**src/rtl/seg6_decode_if.sv**
```systemverilog
// rtl/seg6_decode_if.sv - segment capture bus: multiplexed segment/digit-select in, decoded frame out
interface seg6_decode_if;
    logic [6:0]  iSEG;
    logic [5:0]  iDIG_EN;
    logic [23:0] oDIG;
    logic        oVALID;
    logic        oERR;
    logic [5:0]  oERR_MASK;
    logic        oTIMEOUT;

    modport master (
        output iSEG, iDIG_EN,
        input  oDIG, oVALID, oERR, oERR_MASK, oTIMEOUT
    );

    modport slave (
        input  iSEG, iDIG_EN,
        output oDIG, oVALID, oERR, oERR_MASK, oTIMEOUT
    );
endinterface

```
**src/rtl/seg6_decode.sv**
```systemverilog
// rtl/seg6_decode.sv - recovers a 24-bit hex value from a six-digit multiplexed active-low segment bus
module seg6_decode #(
    parameter int STABLE  = 4,
    parameter int TIMEOUT = 65536
) (
    input  logic         iCLK,
    input  logic         iRST,
    seg6_decode_if.slave bus
);
    localparam int             IW  = $clog2(TIMEOUT + 1);
    localparam logic [7:0]     STB = 8'(STABLE);
    localparam logic [IW-1:0]  TMO = IW'(TIMEOUT);

    logic [6:0]    seg_q, prev_seg_q;
    logic [5:0]    en_q, prev_en_q;
    logic [7:0]    cnt_q, cnt_d;
    logic [IW-1:0] idle_q, idle_d;
    logic [23:0]   slot_q, slot_d;
    logic [5:0]    slot_err_q, slot_err_d;
    logic [5:0]    seen_q, seen_d;
    logic          done_q, done_d;
    logic [23:0]   dig_q, dig_d;
    logic [5:0]    mask_q, mask_d;
    logic          err_q, err_d;
    logic          valid_q, valid_d;
    logic          tmo_q, tmo_d;

    logic          one_hot, same, accept;
    logic [2:0]    idx;
    logic [3:0]    dec_nib;
    logic          dec_err;

    function automatic logic [4:0] decode(input logic [6:0] s);
        logic [4:0] r;
        case (s)
            7'b1000000: r = 5'h00;
            7'b1111001: r = 5'h01;
            7'b0100100: r = 5'h02;
            7'b0110000: r = 5'h03;
            7'b0011001: r = 5'h04;
            7'b0010010: r = 5'h05;
            7'b0000010: r = 5'h06;
            7'b1111000: r = 5'h07;
            7'b0000000: r = 5'h08;
            7'b0010000: r = 5'h09;
            7'b0001000: r = 5'h0A;
            7'b0000011: r = 5'h0B;
            7'b1000110: r = 5'h0C;
            7'b0100001: r = 5'h0D;
            7'b0000110: r = 5'h0E;
            7'b0001110: r = 5'h0F;
            default:    r = 5'h10;
        endcase
        return r;
    endfunction

    assign one_hot = (en_q != 6'd0) && ((en_q & (en_q - 6'd1)) == 6'd0);
    assign same    = (seg_q == prev_seg_q) && (en_q == prev_en_q);
    assign {dec_err, dec_nib} = decode(seg_q);

    always_comb begin
        idx = 3'd0;
        for (int k = 0; k < 6; k++) begin
            if (en_q[k]) idx = 3'(k);
        end
    end

    always_comb begin
        cnt_d = 8'd0;
        if (one_hot && same) cnt_d = (cnt_q == 8'hFF) ? cnt_q : cnt_q + 8'd1;
        else if (one_hot)    cnt_d = 8'd1;
    end

    // Only the edge on which the count first arrives at STABLE accepts, so a held pattern counts once
    assign accept = one_hot && (cnt_d == STB) && (cnt_q != STB);

    always_comb begin
        slot_d     = slot_q;
        slot_err_d = slot_err_q;
        seen_d     = seen_q;
        done_d     = 1'b0;
        idle_d     = idle_q;
        dig_d      = dig_q;
        mask_d     = mask_q;
        err_d      = err_q;
        valid_d    = 1'b0;
        tmo_d      = 1'b0;

        if (done_q) begin
            dig_d   = slot_q;
            mask_d  = slot_err_q;
            err_d   = |slot_err_q;
            valid_d = 1'b1;
            seen_d  = 6'd0;
        end

        if (accept) begin
            slot_d[{idx, 2'b00} +: 4] = dec_nib;
            slot_err_d[idx]           = dec_err;
            seen_d                    = seen_d | en_q;
            done_d                    = (seen_d == 6'h3F);
            idle_d                    = '0;
        end else if (idle_q == TMO) begin
            if (seen_q != 6'd0) begin
                seen_d = 6'd0;
                tmo_d  = 1'b1;
                idle_d = '0;
            end
        end else begin
            idle_d = idle_q + 1'b1;
        end
    end

    // Cleared sample registers hold a zero digit select, which never matches a one-hot sample
    always_ff @(posedge iCLK) begin
        if (iRST) begin
            seg_q      <= 7'd0;
            en_q       <= 6'd0;
            prev_seg_q <= 7'd0;
            prev_en_q  <= 6'd0;
            cnt_q      <= 8'd0;
            idle_q     <= '0;
            slot_q     <= 24'd0;
            slot_err_q <= 6'd0;
            seen_q     <= 6'd0;
            done_q     <= 1'b0;
            dig_q      <= 24'd0;
            mask_q     <= 6'd0;
            err_q      <= 1'b0;
            valid_q    <= 1'b0;
            tmo_q      <= 1'b0;
        end else begin
            seg_q      <= bus.iSEG;
            en_q       <= bus.iDIG_EN;
            prev_seg_q <= seg_q;
            prev_en_q  <= en_q;
            cnt_q      <= cnt_d;
            idle_q     <= idle_d;
            slot_q     <= slot_d;
            slot_err_q <= slot_err_d;
            seen_q     <= seen_d;
            done_q     <= done_d;
            dig_q      <= dig_d;
            mask_q     <= mask_d;
            err_q      <= err_d;
            valid_q    <= valid_d;
            tmo_q      <= tmo_d;
        end
    end

    assign bus.oDIG      = dig_q;
    assign bus.oERR_MASK = mask_q;
    assign bus.oERR      = err_q;
    assign bus.oVALID    = valid_q;
    assign bus.oTIMEOUT  = tmo_q;
endmodule

```
**src/flat_wrapper.sv**
```systemverilog
// flat-port wrapper written by rule: the top's interface ports become plain ports
module seg6_decode_flat 
#(
    parameter int STABLE  = 4,
    parameter int TIMEOUT = 65536
)
  (iCLK, iRST, bus_iSEG, bus_iDIG_EN, bus_oDIG, bus_oVALID, bus_oERR, bus_oERR_MASK, bus_oTIMEOUT);
  seg6_decode_if bus_i ();
  input  logic iCLK;
  input  logic iRST;
  input wire logic [$bits(bus_i.iSEG)-1:0] bus_iSEG;
  input wire logic [$bits(bus_i.iDIG_EN)-1:0] bus_iDIG_EN;
  output wire logic [$bits(bus_i.oDIG)-1:0] bus_oDIG;
  output wire logic [$bits(bus_i.oVALID)-1:0] bus_oVALID;
  output wire logic [$bits(bus_i.oERR)-1:0] bus_oERR;
  output wire logic [$bits(bus_i.oERR_MASK)-1:0] bus_oERR_MASK;
  output wire logic [$bits(bus_i.oTIMEOUT)-1:0] bus_oTIMEOUT;
  assign bus_i.iSEG = bus_iSEG;
  assign bus_i.iDIG_EN = bus_iDIG_EN;
  assign bus_oDIG = bus_i.oDIG;
  assign bus_oVALID = bus_i.oVALID;
  assign bus_oERR = bus_i.oERR;
  assign bus_oERR_MASK = bus_i.oERR_MASK;
  assign bus_oTIMEOUT = bus_i.oTIMEOUT;
  seg6_decode #(.STABLE(STABLE), .TIMEOUT(TIMEOUT)) u_core (.iCLK(iCLK), .iRST(iRST), .bus(bus_i));
endmodule
```
**config.mk**
```make
export PLATFORM = sky130hd
export DESIGN_NAME = seg6_decode_flat
export DESIGN_NICKNAME = d
export VERILOG_FILES = /design/src/rtl/seg6_decode_if.sv /design/src/rtl/seg6_decode.sv /design/src/flat_wrapper.sv
export SDC_FILE = /design/constraint.sdc
export NUM_CORES = 1
export LEC_CHECK = 0
export ABC_AREA = 1
export CAP_MARGIN = 25
export CORE_ASPECT_RATIO = 0.75
export CORE_UTILIZATION = 55
export DETAILED_ROUTE_END_ITERATION = 12
export HOLD_SLACK_MARGIN = 0.05
export PLACE_DENSITY = 0.76
export SLEW_MARGIN = 20
export SYNTH_ARGS = -nofsm -noshare
export SYNTH_HDL_FRONTEND = slang
export SYNTH_SLANG_ARGS = --single-unit
```
**constraint.sdc**
```tcl
create_clock -name iCLK -period 2.7 [get_ports iCLK]
set_input_delay 0.27 -clock iCLK [delete_from_list [all_inputs] [get_ports iCLK]]
set_output_delay 0.27 -clock iCLK [all_outputs]
set_load 0.005 [all_outputs]
```
After elaboration in Yosys (flattened, before gate mapping)
Cells that the tools add are included.
Operators by class
  $add $sub $neg: 4
  $lt $le $gt $ge: 2
  eq/ne operators: 23
  shift operators: 2
  muxes and demuxes: 21
  bitwise operators: 4
  reductions and logical operators: 14
Operator list (number)
  5-bit one-hot mux with 16 select lines: 1
  17-bit two-way mux: 2
  7-bit equality test (second input constant): 4
  24-bit bitwise mux: 1
  6-bit two-way mux: 4
  4-bit by 7-bit variable shift with 24-bit output (first input constant): 1
  4-bit by 7-bit variable part select with 24-bit output: 1
  7-bit by 5-bit equality test with 1-bit output (second input constant): 3
  7-bit by 6-bit equality test with 1-bit output (second input constant): 3
  17-bit by 1-bit adder with 17-bit output (second input constant): 1
  17-bit equality test (second input constant): 1
  8-bit two-way mux: 2
  7-bit by 2-bit equality test with 1-bit output (second input constant): 2
  7-bit by 4-bit equality test with 1-bit output (second input constant): 2
  6-bit nonzero test: 2
  8-bit by 1-bit adder with 8-bit output (second input constant): 1
  8-bit by 3-bit equality test with 1-bit output (second input constant): 1
  8-bit equality test (second input constant): 1
  8-bit by 3-bit != test with 1-bit output (second input constant): 1
  7-bit by 3-bit equality test with 1-bit output (second input constant): 1
  7-bit equality test: 1
  7-bit zero test: 1
  5-bit negator with 7-bit output: 1
  6-bit bitwise AND: 1
  other kinds (18): 31
Word-level totals
  flip-flop bits (word level): 121
  input bits: 15
  output and inout bits: 33
  logic and storage cells: 85

Logic depth before layout (Yosys ltp)
  depth after elaboration: 11
  gate-level depth with buffers: 16
  depth with buffers taken out: 15

Least setup slack after synthesis
Ideal clock, no wire load.
  kind: reg2reg
  start: register u_core.en_q[3]
  end: register u_core.slot_q[10]
  setup time: 0.110 ns
  arrival time: 2.040 ns
  required time: 2.590 ns
  path slack: 0.550 ns
  cell stages (with the launch flop): 13
  path buffers: 0
  clock period less this slack: 2.150 ns
  path through: dfxtp_1 -> inv_2 -> o211ai_1 -> nand2_1 -> ha_1 -> ha_1 -> nand2_1 -> nor3_1 -> nand3_4 -> inv_1 -> nand2_1 -> nand2_1 -> nor2_1
On the way
  cells in the longest elaborated chain, start to end: 9
  elaborated cells between the ends (all ways): 20
  those cells by class: add/sub: 2; eq/ne: 2; shift: 2; mux: 6; bitwise: 1; reduce/logical: 7
RTL lines
  from (decl): line seg6_decode.sv:15  | logic [5:0] en_q, prev_en_q;
  from (signal assigned): line seg6_decode.sv:134  | en_q <= bus.iDIG_EN;
  6-bit by 1-bit subtractor with 6-bit output: line seg6_decode.sv:57  | assign one_hot = (en_q != 6'd0) && ((en_q & (en_q - 6'd1)) == 6'd0);
  6-bit bitwise AND: line seg6_decode.sv:57
  6-bit zero test: line seg6_decode.sv:57
  1-bit logical AND: line seg6_decode.sv:57
  1-bit two-way mux or 1-bit logical AND (tied branches): line seg6_decode.sv:71, seg6_decode.sv:70
  8-bit two-way mux: line seg6_decode.sv:70  | if (one_hot && same) cnt_d = (cnt_q == 8'hFF) ? cnt_q : cnt_q + 8'd1;
  8-bit by 3-bit equality test with 1-bit output: line seg6_decode.sv:75  | assign accept = one_hot && (cnt_d == STB) && (cnt_q != STB);
  1-bit logical AND (2 in series): line seg6_decode.sv:75
  to (signal assigned): line seg6_decode.sv:139  | slot_q <= slot_d;
  to (decl): line seg6_decode.sv:18  | logic [23:0] slot_q, slot_d;
Parallel ways exist; a longest one is shown, timed or not.
A chain may end at the register's enable or synchronous reset.

Final worst setup path
  start: register u_core.cnt_q[0]
  end: register u_core.slot_q[16]
On the way
  cells in the longest elaborated chain, start to end: 6
  elaborated cells between the ends (all ways): 8
  those cells by class: add/sub: 1; eq/ne: 3; mux: 2; reduce/logical: 2
RTL lines
  from (decl): line seg6_decode.sv:16  | logic [7:0] cnt_q, cnt_d;
  from (signal assigned): line seg6_decode.sv:137  | cnt_q <= cnt_d;
  8-bit by 1-bit adder with 8-bit output or 8-bit equality test (tied branches): line seg6_decode.sv:70
  8-bit two-way mux (2 in series): line seg6_decode.sv:70
  8-bit by 3-bit equality test with 1-bit output: line seg6_decode.sv:75
  1-bit logical AND: line seg6_decode.sv:75
  1-bit logical AND *: line seg6_decode.sv:75
Mark *: on every way between the ends. The rest lies on a longest branch, timed or not.

==> impl_results.md <==
- Syn Nets: 876
- Top-area cell type share of the netlist area: just over 40%
- GPL Wtd Cong: 0.8925
- Final WS setup: 0.3083 ns
- Layout cell share with drive strength beyond 1: 10.66%
- Antenna-violating nets left: 0
- Hold Path Stages: 3
- Buffers on Ports: 47
- Mapped Cells: 855
- Async SR Flop Fraction: 0%
- Largest net degree at the start of global routing: 53
- Worst Hold Launch: bus_iSEG[5]
- Pleak: about 3.2 nW
- Slew @ Worst Pin: 0.5244 ns
- H-tree Lvls: 4
- Synthesized cell area: 5893 sq um
- Fillers: 885
- Final Hold Vio Count: 0
- Synthesis-to-finish area growth: 20.15%
- First-pass detailed-route iteration total: 4
- Vias: 5,365
- CP arrival: 2.70 ns
- Worst slack at placement: approximately 0.37 ns
- Drt drc: 0
- Power Density: around 630 nW/um^2
- Max Clock Freq: 418.1 MHz
- Critical path required time: ~3 ns
- Clock latency on the worst-skew pair: between 0.4 and 0.5 ns
- YS warnings: 0
- Crit share post-route: 88.58%
- R2R setup slack: 0.31 ns
- Final Util: roughly two thirds
- Avg Inst Size Synth: 6.893 sq um
- Worst Path Max Fanout: 11
- Storage element area: 2422 sq um
- Clock tree buffer depth: 2
- N_diodes: 0
- Crit Path Class: reg -> reg
- EDFF count, synth: 0
- Vias/cell: 5.085
- Worst VDD drop: 452.6 uV
- Placed Area: 6482 sq um
- Die Wd: 121.5 um
- Status: finished, final reports clean
- CTS clk-pin slew, worst paths: 0.06 ns
- Fin nets: 927
- Sequential-to-total area share from yosys stat: 41.10%
- Post-CTS Hold Buffers: 0
- Worst-case reg-to-reg path depth: 12
- DP HPWL: 10,080 um
- Post-synth top flop: dfxtp_1
- Slew HR: between 60% and 70%
- Max-slew violations: 0
- Sum of negative setup slack: 0 ns
- Synth area leaders: dfxtp_1 41%, nand2_1 11%, nor2_1 10%, inv_1 7.8%, o21ai_0 3.7%
- Most common cell in the netlist: nand2_1
- Post-synthesis cell type with the largest combined area: dfxtp_1
- # IOs: 48
- Die height: 91.65 um
- # clock sinks: approximately 120
- Overall routing resource usage: 26.42%
- Worst R2R End: u_core.slot_q[16]
- Full die area: 11,140 sq um
- Worst hold path class: in -> reg
- Minimum clock period: 2.392 ns
- R2r startpoint: u_core.cnt_q[0]
- Total global routing overflow: 0
- Rows: 32
- Layout Skew: roughly 0.010 ns
- Crit. End Element: flip-flop
- CP Launch Type: flip-flop
- Hold EP: u_core.seg_q[5]
- Initial Utilization: 56.83%
- Commonest cells in the netlist: 180 x nand2_1, 159 x nor2_1, 122 x inv_1
- Area of the multi-input gates: ~2800 sq um
- Drt first-iter violations: between 200 and 300
- Max-cap violation count: 0
- RSZ-0062 raised after global routing: false
- Resized cells post-CTS: 0
- Yosys reg bits: 121
- Final WL: 13,480 um
- Initial antenna violation count: 0
- Synth cell types: 42
- Setup violators final: 0
- Vias in the first global route: 5,000
- First-pass GRT wire length: 23,250 um
- Routed length per placed instance: ~13 um
- Cts bufs inserted: 17
- Core Area: between 10,000 and 15,000 sq um
- Post-route cell area: 7081 sq um
- CTS Root Cell: clkbuf_16
- CTS tree: yes
- Post-CTS Setup Bufs: 0
-- routing by layer --
| layer | part of all wire [%] | up-vias | track usage, % |
|---|---|---|---|
| met5 | 0 | - | 0 |
| met4 | 1.3 | 0 | 9.362 |
| met3 | 4.7 | 16 | 4.478 |
| met2 | 44 | 121 | 40.25 |
| met1 | 50 | 2441 | 37.42 |
| li1 | - | 2787 | - |
-- worst max-delay path: stages (launching register included) --
cell	delay [ns]
dfxtp_1	0.36
ha_1	0.25
inv_1	0.07
nor2_2	0.13
nand2_2	0.15
xor2_1	0.24
nand4_2	0.20
nor2_8	0.24
nand2_4	0.17
nor2_4	0.18
inv_1	0.12
nor2_1	0.12
nor2_1	0.06
-- kinds of logic after synthesis --
family | count (synthesis) | synth area share (%)
xor+xnor | 9 | 1.338
buf+inv | 159 | 10.70
flops | 121 | 41.10
simple gates | 458 | 35.78
compound gates | 102 | 9.809
fa+ha+maj | 6 | 1.274
-- how the worst max path moves through the flow --
stage | start | slack, ns | end
after floorplan | u_core.en_q[3] | 0.55 | u_core.slot_q[10]
after global placement | u_core.en_q[1] | 0.44 | u_core.slot_q[10]
after detailed placement | u_core.cnt_q[0] | 0.37 | u_core.slot_q[16]
after CTS | u_core.cnt_q[0] | 0.33 | u_core.slot_q[20]
after global routing | u_core.en_q[5] | 0.05 | u_core.slot_q[15]
final | u_core.cnt_q[0] | 0.31 | u_core.slot_q[16]
-- registers in the layout, summed over array words and instances (netlist names), 6 cells and up --
name	count
u_core.prev_seg_q	7
u_core.slot_q	24
u_core.seg_q	7
u_core.en_q	6
u_core.bus.oERR_MASK	6
u_core.idle_q	17
u_core.prev_en_q	6
u_core.slot_err_q	6
u_core.seen_q	6
u_core.bus.oDIG	24
u_core.cnt_q	8
-- cell type report --
class	count	area share (%)
Inverter	137	7.263
Tap cell	136	2.403
Clock buffer	20	6.450
Timing Repair Buffer	54	7.563
Sequential cell	121	34.21
Clock inverter	12	1.997
Multi-Input combinational cell	575	40.11
-- metrics by stage --
stage | hold slack (ns) | power (mW) | cells
floorplan | 0.3770 | 2.098 | 855
global placement | 0.4459 | 2.185 | 1023
finish | 0.3655 | 4.427 | 1055
global route | 0.3770 | 4.589 | 1055
detailed placement | 0.4467 | 2.188 | 1023
CTS | 0.3559 | 4.447 | 1055
-- layout by cell type (no fill, tap or decap), types with 3 or more instances in the layout --
cell type	count
buf_4	6
nand2_2	4
nand4_4	3
o21ai_0	44
nor2_4	3
clkbuf_16	17
o21bai_1	7
a21oi_1	35
clkdlybuf4s50_1	47
clkinv_4	5
ha_1	6
nor2_2	20
inv_2	14
nand2_1	180
nor3b_2	3
a211oi_1	4
inv_1	122
dfxtp_1	121
nor4_1	8
nand4_1	20
nand3_1	27
xor2_1	9
nand3_2	5
nor3_1	18
a31oi_1	3
nor2_1	159
-- where the power goes --
part           leakage (nW)  switching [mW]  internal [mW]
combinational          1.98           0.214          0.101
sequential            0.981          0.0285           1.81
clock                 0.287           0.856           1.42
total                  3.25            1.10           3.33
Power figures use the tool's default switching activity.
